<file path="src/rtl/fifo_buffer_param_pkg.sv">
// ---------------------------------------------------------------------------
// fifo_pkg
// Shared definitions for the single-clock buffers of the memory subsystem.
//   level_w()     : width of a 0..depth occupancy count
//   fifo_err_t    : sticky error flags reported by every buffer
// ---------------------------------------------------------------------------
package fifo_pkg;

   // An occupancy count must reach depth itself, hence one bit beyond the
   // pointer width.
   function automatic int level_w(input int depth);
      return $clog2(depth) + 1;
   endfunction

   typedef struct packed {
      logic overflow;
      logic underflow;
   } fifo_err_t;

endpackage

</file>
<file path="src/rtl/fifo_buffer_param_mem.sv">
// ---------------------------------------------------------------------------
// fifo_mem
// DEPTH x DATA_W register array with one synchronous write port and one
// asynchronous read port. Contents are not reset.
// Ports:
//   clk    : write clock
//   we     : write enable
//   waddr  : write address
//   wdata  : write data
//   raddr  : read address
//   rdata  : read data (combinational from raddr)
// ---------------------------------------------------------------------------
module fifo_mem #(
   parameter int DATA_W = 8,
   parameter int DEPTH  = 16
) (
   input  logic                     clk,
   input  logic                     we,
   input  logic [$clog2(DEPTH)-1:0] waddr,
   input  logic [DATA_W-1:0]        wdata,
   input  logic [$clog2(DEPTH)-1:0] raddr,
   output logic [DATA_W-1:0]        rdata
);

   logic [DATA_W-1:0] mem [DEPTH];

   // Storage array: written on the rising edge, never cleared.
   always_ff @(posedge clk) begin
      if (we) begin
         mem[waddr] <= wdata;
      end
   end

   assign rdata = mem[raddr];

endmodule

</file>
<file path="src/rtl/fifo_buffer_param.sv">
// ---------------------------------------------------------------------------
// fifo_buffer_param
// Parametrised single-clock FIFO with level tracking, almost-full/empty
// thresholds, sticky overflow/underflow, synchronous flush and a selectable
// standard (registered, 1-cycle latency) or first-word-fall-through read.
// Ports:
//   Clk          : clock, all state updates on the rising edge
//   Rst_n        : synchronous reset, active low, highest priority
//   CLR          : synchronous flush, keeps error flags, ignores WR/RD
//   WR / dataIn  : write request and data
//   RD           : read request (pop in FWFT mode)
//   dataOut      : read data
//   VALID        : new word read (standard) / head word present (FWFT)
//   FULL, EMPTY, ALMOST_FULL, ALMOST_EMPTY : decoded from LEVEL
//   LEVEL        : entry count 0..DEPTH
//   OVERFLOW     : sticky, WR while FULL
//   UNDERFLOW    : sticky, RD while EMPTY
// ---------------------------------------------------------------------------
module fifo_buffer_param
   import fifo_pkg::*;
#(
   parameter int DATA_W    = 8,
   parameter int DEPTH     = 16,
   parameter int AF_THRESH = DEPTH - 2,
   parameter int AE_THRESH = 2,
   parameter bit FWFT      = 1'b0
) (
   input  logic                        Clk,
   input  logic                        Rst_n,
   input  logic                        CLR,
   input  logic                        WR,
   input  logic [DATA_W-1:0]           dataIn,
   input  logic                        RD,
   output logic [DATA_W-1:0]           dataOut,
   output logic                        VALID,
   output logic                        FULL,
   output logic                        EMPTY,
   output logic                        ALMOST_FULL,
   output logic                        ALMOST_EMPTY,
   output logic [$clog2(DEPTH):0]      LEVEL,
   output logic                        OVERFLOW,
   output logic                        UNDERFLOW
);

   localparam int PTR_W = $clog2(DEPTH);
   localparam int LVL_W = level_w(DEPTH);

   // Reject inconsistent configurations at elaboration time.
   if (!(AE_THRESH > 0 && AE_THRESH < AF_THRESH && AF_THRESH <= DEPTH)) begin : g_bad_thresh
      $error("fifo_buffer_param: thresholds must satisfy 0 < AE_THRESH < AF_THRESH <= DEPTH");
   end
   if (DEPTH < 4 || (DEPTH & (DEPTH - 1)) != 0) begin : g_bad_depth
      $error("fifo_buffer_param: DEPTH must be a power of two and at least 4");
   end

   logic [PTR_W-1:0]  wr_ptr;
   logic [PTR_W-1:0]  rd_ptr;
   logic [LVL_W-1:0]  level_q;
   fifo_err_t         err_q;
   logic [DATA_W-1:0] mem_rdata;
   logic              full;
   logic              empty;
   logic              wr_acc;
   logic              rd_acc;

   // Status flags come straight from the registered level so they carry no
   // extra latency relative to LEVEL.
   assign full         = (level_q == LVL_W'(DEPTH));
   assign empty        = (level_q == '0);
   assign FULL         = full;
   assign EMPTY        = empty;
   assign ALMOST_FULL  = (level_q >= LVL_W'(AF_THRESH));
   assign ALMOST_EMPTY = (level_q <= LVL_W'(AE_THRESH));
   assign LEVEL        = level_q;
   assign OVERFLOW     = err_q.overflow;
   assign UNDERFLOW    = err_q.underflow;

   // Acceptance uses the pre-edge FULL/EMPTY; a flush cycle accepts nothing.
   // An empty FIFO never forwards the incoming word straight to the reader.
   assign wr_acc = WR && !full  && !CLR;
   assign rd_acc = RD && !empty && !CLR;

   fifo_mem #(
      .DATA_W (DATA_W),
      .DEPTH  (DEPTH)
   ) u_mem (
      .clk   (Clk),
      .we    (wr_acc && Rst_n),
      .waddr (wr_ptr),
      .wdata (dataIn),
      .raddr (rd_ptr),
      .rdata (mem_rdata)
   );

   // Pointer, level and error-flag bookkeeping. Reset clears everything
   // including the sticky flags; a flush empties the FIFO but leaves the
   // flags alone so an earlier error is still visible afterwards.
   always_ff @(posedge Clk) begin
      if (!Rst_n) begin
         wr_ptr  <= '0;
         rd_ptr  <= '0;
         level_q <= '0;
         err_q   <= '0;
      end else if (CLR) begin
         wr_ptr  <= '0;
         rd_ptr  <= '0;
         level_q <= '0;
      end else begin
         if (wr_acc) begin
            wr_ptr <= wr_ptr + PTR_W'(1);
         end
         if (rd_acc) begin
            rd_ptr <= rd_ptr + PTR_W'(1);
         end
         level_q <= level_q + LVL_W'(wr_acc) - LVL_W'(rd_acc);
         if (WR && full) begin
            err_q.overflow <= 1'b1;
         end
         if (RD && empty) begin
            err_q.underflow <= 1'b1;
         end
      end
   end

   if (FWFT) begin : g_fwft
      // Show-ahead: the head entry is always presented; it is meaningless
      // while the FIFO is empty.
      assign dataOut = mem_rdata;
      assign VALID   = !empty;
   end else begin : g_std
      logic [DATA_W-1:0] dout_q;
      logic              valid_q;

      // Registered read: an accepted pop captures the head word and pulses
      // VALID for one cycle; otherwise the last word stays on dataOut.
      always_ff @(posedge Clk) begin
         if (!Rst_n) begin
            dout_q  <= '0;
            valid_q <= 1'b0;
         end else if (CLR) begin
            valid_q <= 1'b0;
         end else begin
            valid_q <= rd_acc;
            if (rd_acc) begin
               dout_q <= mem_rdata;
            end
         end
      end

      assign dataOut = dout_q;
      assign VALID   = valid_q;
   end

endmodule

</file>
<file path="config.mk">
export PLATFORM = sky130hd
export DESIGN_NAME = fifo_buffer_param
export DESIGN_NICKNAME = d
export VERILOG_FILES = /design/src/rtl/fifo_buffer_param_pkg.sv /design/src/rtl/fifo_buffer_param_mem.sv /design/src/rtl/fifo_buffer_param.sv
export SDC_FILE = /design/constraint.sdc
export NUM_CORES = 1
export LEC_CHECK = 0
export ABC_AREA = 1
export BUFFER_PORTS_ARGS = -buffer_cell sky130_fd_sc_hd__buf_2
export CAP_MARGIN = 30
export CORE_MARGIN = 4
export CORE_UTILIZATION = 35
export CTS_BUF_LIST = sky130_fd_sc_hd__clkbuf_4
export DETAILED_ROUTE_END_ITERATION = 8
export GPL_TIMING_DRIVEN = 0
export MAX_ROUTING_LAYER = met4
export PLACE_DENSITY = 0.54
export SYNTH_ARGS = -nofsm -noshare
export SYNTH_HDL_FRONTEND = slang
export SYNTH_SLANG_ARGS = --single-unit
</file>
<file path="constraint.sdc">
create_clock -name Clk -period 3.1 [get_ports Clk]
set_input_delay 0 -clock Clk [delete_from_list [all_inputs] [get_ports Clk]]
set_output_delay 0 -clock Clk [all_outputs]
set_load 0.1 [all_outputs]
</file>
======== Yosys cells after proc, flatten, opt, wreduce, memory -nomap -nowiden ========
Memory sizes are Yosys's and may differ from the RTL's. A register that Yosys moved wholly into a read port is not among the register bits.
Cells that the tools add are included.
operators by class
  add/sub/neg operators ................... 4
  order comparisons ....................... 2
  bitwise operators ....................... 2
  mux-type cells .......................... 2
  equality and inequality tests ........... 1
  reduce and logical (&&, ||, !) cells .... 16
operator list
  kind                 count
  $add 4x1->4 const B  2
  $logic_and 1x1->1    7
  $reduce_and 2->1     3
  $add 5x1->5          1
  $eq 5x5->1 const B   1
  $ge 5x4->1 const B   1
  $le 5x2->1 const B   1
  $logic_not 5->1      1
  $sub 5x1->5          1
  $logic_not 1->1      4
  $mux 1               2
  $not 1->1            2
  $reduce_or 2->1      1
word-level totals
  memories ................................ 1
  flip-flop bits (word level) ............. 16
  input bits .............................. 13
  memory bits (writable) .................. 128
  output and inout bits ................... 20
memory list
  memory     depth  width  rd ports  clocked after memory_dff  write ports  RTL line                     RTL
  u_mem.mem  16     8      1         1                         1            fifo_buffer_param_mem.sv:25  logic [DATA_W-1:0] mem [DEPTH];

======== Depth between registers and ports, before layout ========
  depth after elaboration ................. 7
  gate-level depth with buffers ........... 14
  mapped depth without buffers ............ 13

======== By module ========
Synthesis repeated with hierarchy kept, for this count alone.
unflattened totals
  cell total of the unflattened synthesis .. 712
  area total of the unflattened synthesis .. 6849.1 um^2
modules (own cells, without submodules)
  module             area an instance (um^2)  sequential area each (um^2)  cells an instance  times used
  fifo_mem           5606.6                   3843.7                       543                1
  fifo_buffer_param  1242.4                   480.5                        169                1

======== Least setup slack after synthesis ========
No wires, ideal clock.
  kind .................................... register to register
  from .................................... register level_q[2], in the netlist LEVEL[2]
  to ...................................... register level_q[4], in the netlist LEVEL[4]
  slack ................................... -0.204 ns
  cell stages (with the launch flop) ...... 15
  data arrival time ....................... 3.234 ns
  required time ........................... 3.030 ns
  buffers on the path ..................... 1
  cells stage by stage .................... dfxtp_1 -> inv_1 -> ha_1 -> nand4_1 -> nand2_2 -> inv_2 -> buf_2 -> ha_1 -> inv_1 -> ha_1 -> inv_1 -> fa_1 -> o31ai_1 -> o21ai_0 -> a21oi_1
RTL lines
  item                            RTL line                  RTL
  from (decl)                     fifo_buffer_param.sv:58   logic [LVL_W-1:0] level_q;
  from (signal assigned)          fifo_buffer_param.sv:115  level_q <= level_q + LVL_W'(wr_acc) - LVL_W'(rd_acc);
  $logic_not 5->1                 fifo_buffer_param.sv:69   assign empty = (level_q == '0);
  $logic_not 1->1                 fifo_buffer_param.sv:81   assign rd_acc = RD && !empty && !CLR;
  $logic_and 1x1->1 (2 in a row)  fifo_buffer_param.sv:81
  named net rd_acc                fifo_buffer_param.sv:64   logic rd_acc;
  $sub 5x1->5                     fifo_buffer_param.sv:115
The timed path passes the listed nets, and every way through them passes these cells.
A chain may end at the register's enable or synchronous reset.

======== Worst setup path in the final report ========
  from .................................... register level_q[2], in the netlist LEVEL[2]
  to ...................................... register level_q[4], in the netlist LEVEL[4]
on the way
  cells in the longest elaborated chain, start to end .. 6
ends and longest elaborated chain
  item                            RTL line                  RTL
  $eq 5x5->1                      fifo_buffer_param.sv:68   assign full = (level_q == LVL_W'(DEPTH));
  $logic_not 1->1                 fifo_buffer_param.sv:80   assign wr_acc = WR && !full && !CLR;
  $logic_and 1x1->1 (2 in a row)  fifo_buffer_param.sv:80
  $add 5x1->5                     fifo_buffer_param.sv:115
  $sub 5x1->5 *                   fifo_buffer_param.sv:115
Mark *: on every way between the ends. The rest lies on a longest branch, timed or not.

==> impl_results.md <==
* Setup_tns at 0 ps
* Slew Limit Fails at 0
* Drt drc at 0
* Horiz. Die Dim at 146 microns
* Most common cell in the synthesized netlist: nand2_1
* Antenna-violating nets left at 0
* CTS buffer count at 17
* CP arrival at 3290 ps
* Internal at 2890 uW
* Max incr delay on CP at 420 ps
* Slowest cell on the critical path: fa_1
* Critical path endpoint category: register
* Max_cap viols at 0
* Worst hold margin at 383 ps
* Hold Crit Class: input port to register
* Sw Ratio at 26.8%
* Comb pwr share at 12.2%
* Status: finished, final reports clean
* Core area at 18800 sq um
* Clock Latency Late Sink at 550 ps
* Synth cell count leaders: nand2_1 (211), edfxtp_1 (128), nand3_1 (96), inv_1 (94), nor2_1 (44)
* Unrepaired setup endpoints after global routing: false
* Worst-path clk slew at 110 ps
* Busiest grt layer: met2
* First-pass iteration count of the detailed router at 5
* Maximum vdd ir drop at 0.000256 V
* CP startpoint kind: register
* Syn Inst Count at 679
* Gr usage total at 15.6%
* Root buffer cell: clkbuf_4
* Critical path class: register to register
* Nets@finish at 771
* Longest Clk Path Bufs at 2
* Sequential power share at 56.9%
* Total gr overflow at 0
* Die Y at 146 microns
* Register area share after synthesis at 64.4%
* I/O pin total at 33
* CTS tree: done
* Mean post-synth cell area at 9.89 sq um
* Flops & latches, synth at 152
* Routability cong. at 0.900
* Final worst path period share at 90.8%
* Synth warn at 0
* Worst Max-Slew Pin Slew at 772 ps
* Leak at 0.00322 uW
* Clock Power Share at 30.9%
* DR vias at 4661
* WP buf/inv at 4
* Post-DP HPWL at 11100 microns
* Clock skew at 26.3 ps
* Max Freq at 355 MHz
* Final setup viols at 0
* GRT met1 Usage at 18.8%
* Cells along the critical path: inv_1 -> ha_1 -> nand4_1 -> nand2_2 -> inv_2 -> ha_1 -> inv_1 -> ha_1 -> inv_1 -> fa_1 -> o31ai_2 -> o21ai_0 -> a21oi_1
* Die area at 21500 sq um
* Clock sinks at 152
* Synth-to-layout area growth at 12.7%
* Top-area cell type share of the netlist area at 57.3%
* CP max FO at 13
* First-pass GRT wire length at 24700 microns
* Number of fill cells in the layout at 1831
* Grt met2 use at 25.9%
* Number of global-route vias before repair at 4521
* Worst slew margin relative to its limit at 48.4%
* Period minus WS final at 2810 ps
* Most used DFF post-synth: edfxtp_1
* Postcts setup bufs at 0
* Initial detailed-routing violation count at 321
* Routed WL at 15800 microns
* Largest net degree at the start of global routing at 17
* Post-synth cell types at 23
* Final Hold Violating Endpoints at 0
* Initial antenna violation count at 1
* Syn nets at 709
* Drt wl/cell at 16.0 microns
* H-tree levels at 4
* Largest delay share family, worst path: adder cells
* Largest area contributor in the netlist: edfxtp_1
* Port Buffer Count at 32
* Layout cells sized above 1 at 12.5%
* Pwr/cell area at 522 nW/um^2
* Via density at 4.72
* Met3 usage at 2.92%
* Largest cells by area after synthesis: edfxtp_1 (57%), nand2_1 (12%), dfxtp_1 (7.2%)
* Net Switching at 1060 uW
* CP required at 3580 ps
* Row cnt at 50
* Starting Density at 35.8%
* Number of synthesized flops with an enable pin at 128
* Synth Cell Area at 6710 sq um
* Async S/R FF share, synth at 0%
routing by layer:
layer	routed length, microns	share of wire (%)
met1	6990	44
met2	7800	49
met3	574	3.6
met4	414	2.6
met5	0	0
cell type report:
type                            count  area (sq um)  share of cell area (%)
Buffer                             27           178                    2.35
Sequential cell                   152          4330                    57.2
Clock inverter                     11           133                    1.75
Timing Repair Buffer               44           280                    3.70
Multi-Input combinational cell    399          1830                    24.2
Inverter                          100           378                    4.99
Clock buffer                       19           143                    1.89
Antenna cell                        1          2.50                  0.0331
Tap cell                          234           293                    3.87
cells in the final DEF, fill, tap and decap left out, types with 8 or more instances in the layout:
cell / instances
inv_1: 94
nor2_1: 44
a21oi_1: 14
nand3_1: 96
edfxtp_1: 128
buf_2: 48
dlygate4sd3_1: 12
o21ai_0: 8
ha_1: 16
nand2_1: 211
dfxtp_1: 22
clkbuf_4: 19
timing repair:
action,in CTS,in global routing
gates resized for setup,0,1
hold endpoints to repair,146,0
hold buffers,12,0
setup endpoints to repair,0,1
registers in the layout, summed over array words and instances (netlist names):
register,flops
UNDERFLOW,1
dataOut,8
LEVEL,5
wr_ptr,4
rd_ptr,4
u_mem.mem,128
VALID,1
OVERFLOW,1
final timing paths:
| kind | from | to | slack [ps] | cells after the start |
|---|---|---|---|---|
| max reg2reg | LEVEL[2]$_SDFF_PP0_ | LEVEL[4]$_SDFF_PP0_ | 290 | 13 |
| max | LEVEL[2]$_SDFF_PP0_ | LEVEL[4]$_SDFF_PP0_ | 290 | 13 |
| min | CLR | OVERFLOW$_SDFFE_PN0P_ | 380 | 5 |
| min reg2reg | UNDERFLOW$_SDFFE_PN0P_ | UNDERFLOW$_SDFFE_PN0P_ | 490 | 2 |
per-stage QoR:
stage          cells  utilization (%)  instance area (sq um)  worst slack, ps  power [uW]
2_1_floorplan    679                -                   6720             28.7        2640
3_3_place_gp     945             38.2                   7170              325        2760
3_5_place_dp     945             38.2                   7170              194        2770
4_1_cts          987             40.3                   7560              170        3990
5_1_grt          987             40.3                   7570             67.1        4110
6_report         987             40.3                   7570              286        3950
cell families after synthesis:
family / after synthesis / share of synthesized area (%)
flip-flops: 152 / 64.4
adder cells (fa/ha/maj): 17 / 3.28
AO/OA/AOI/OAI: 25 / 1.94
buffers and inverters: 128 / 8.35
XOR/XNOR: 1 / 0.130
AND/OR/NAND/NOR: 356 / 21.9
power by group through the flow:
stage	clock network (uW)	registers, uW	logic (uW)
after floorplan	0	2410	230
after global placement	0	2290	463
after detailed placement	0	2290	471
after CTS	1260	2250	484
after global routing	1340	2250	519
final	1220	2250	481
worst register-to-register path, stage by stage, from the launching register on:
cell	delay (ps)
dfxtp_2	390
inv_1	80
ha_1	220
nand4_1	150
nand2_2	120
inv_2	210
ha_1	280
inv_1	60
ha_1	150
inv_1	50
fa_1	420
o31ai_2	310
o21ai_0	130
a21oi_1	160
Power figures use the tool's default switching activity.
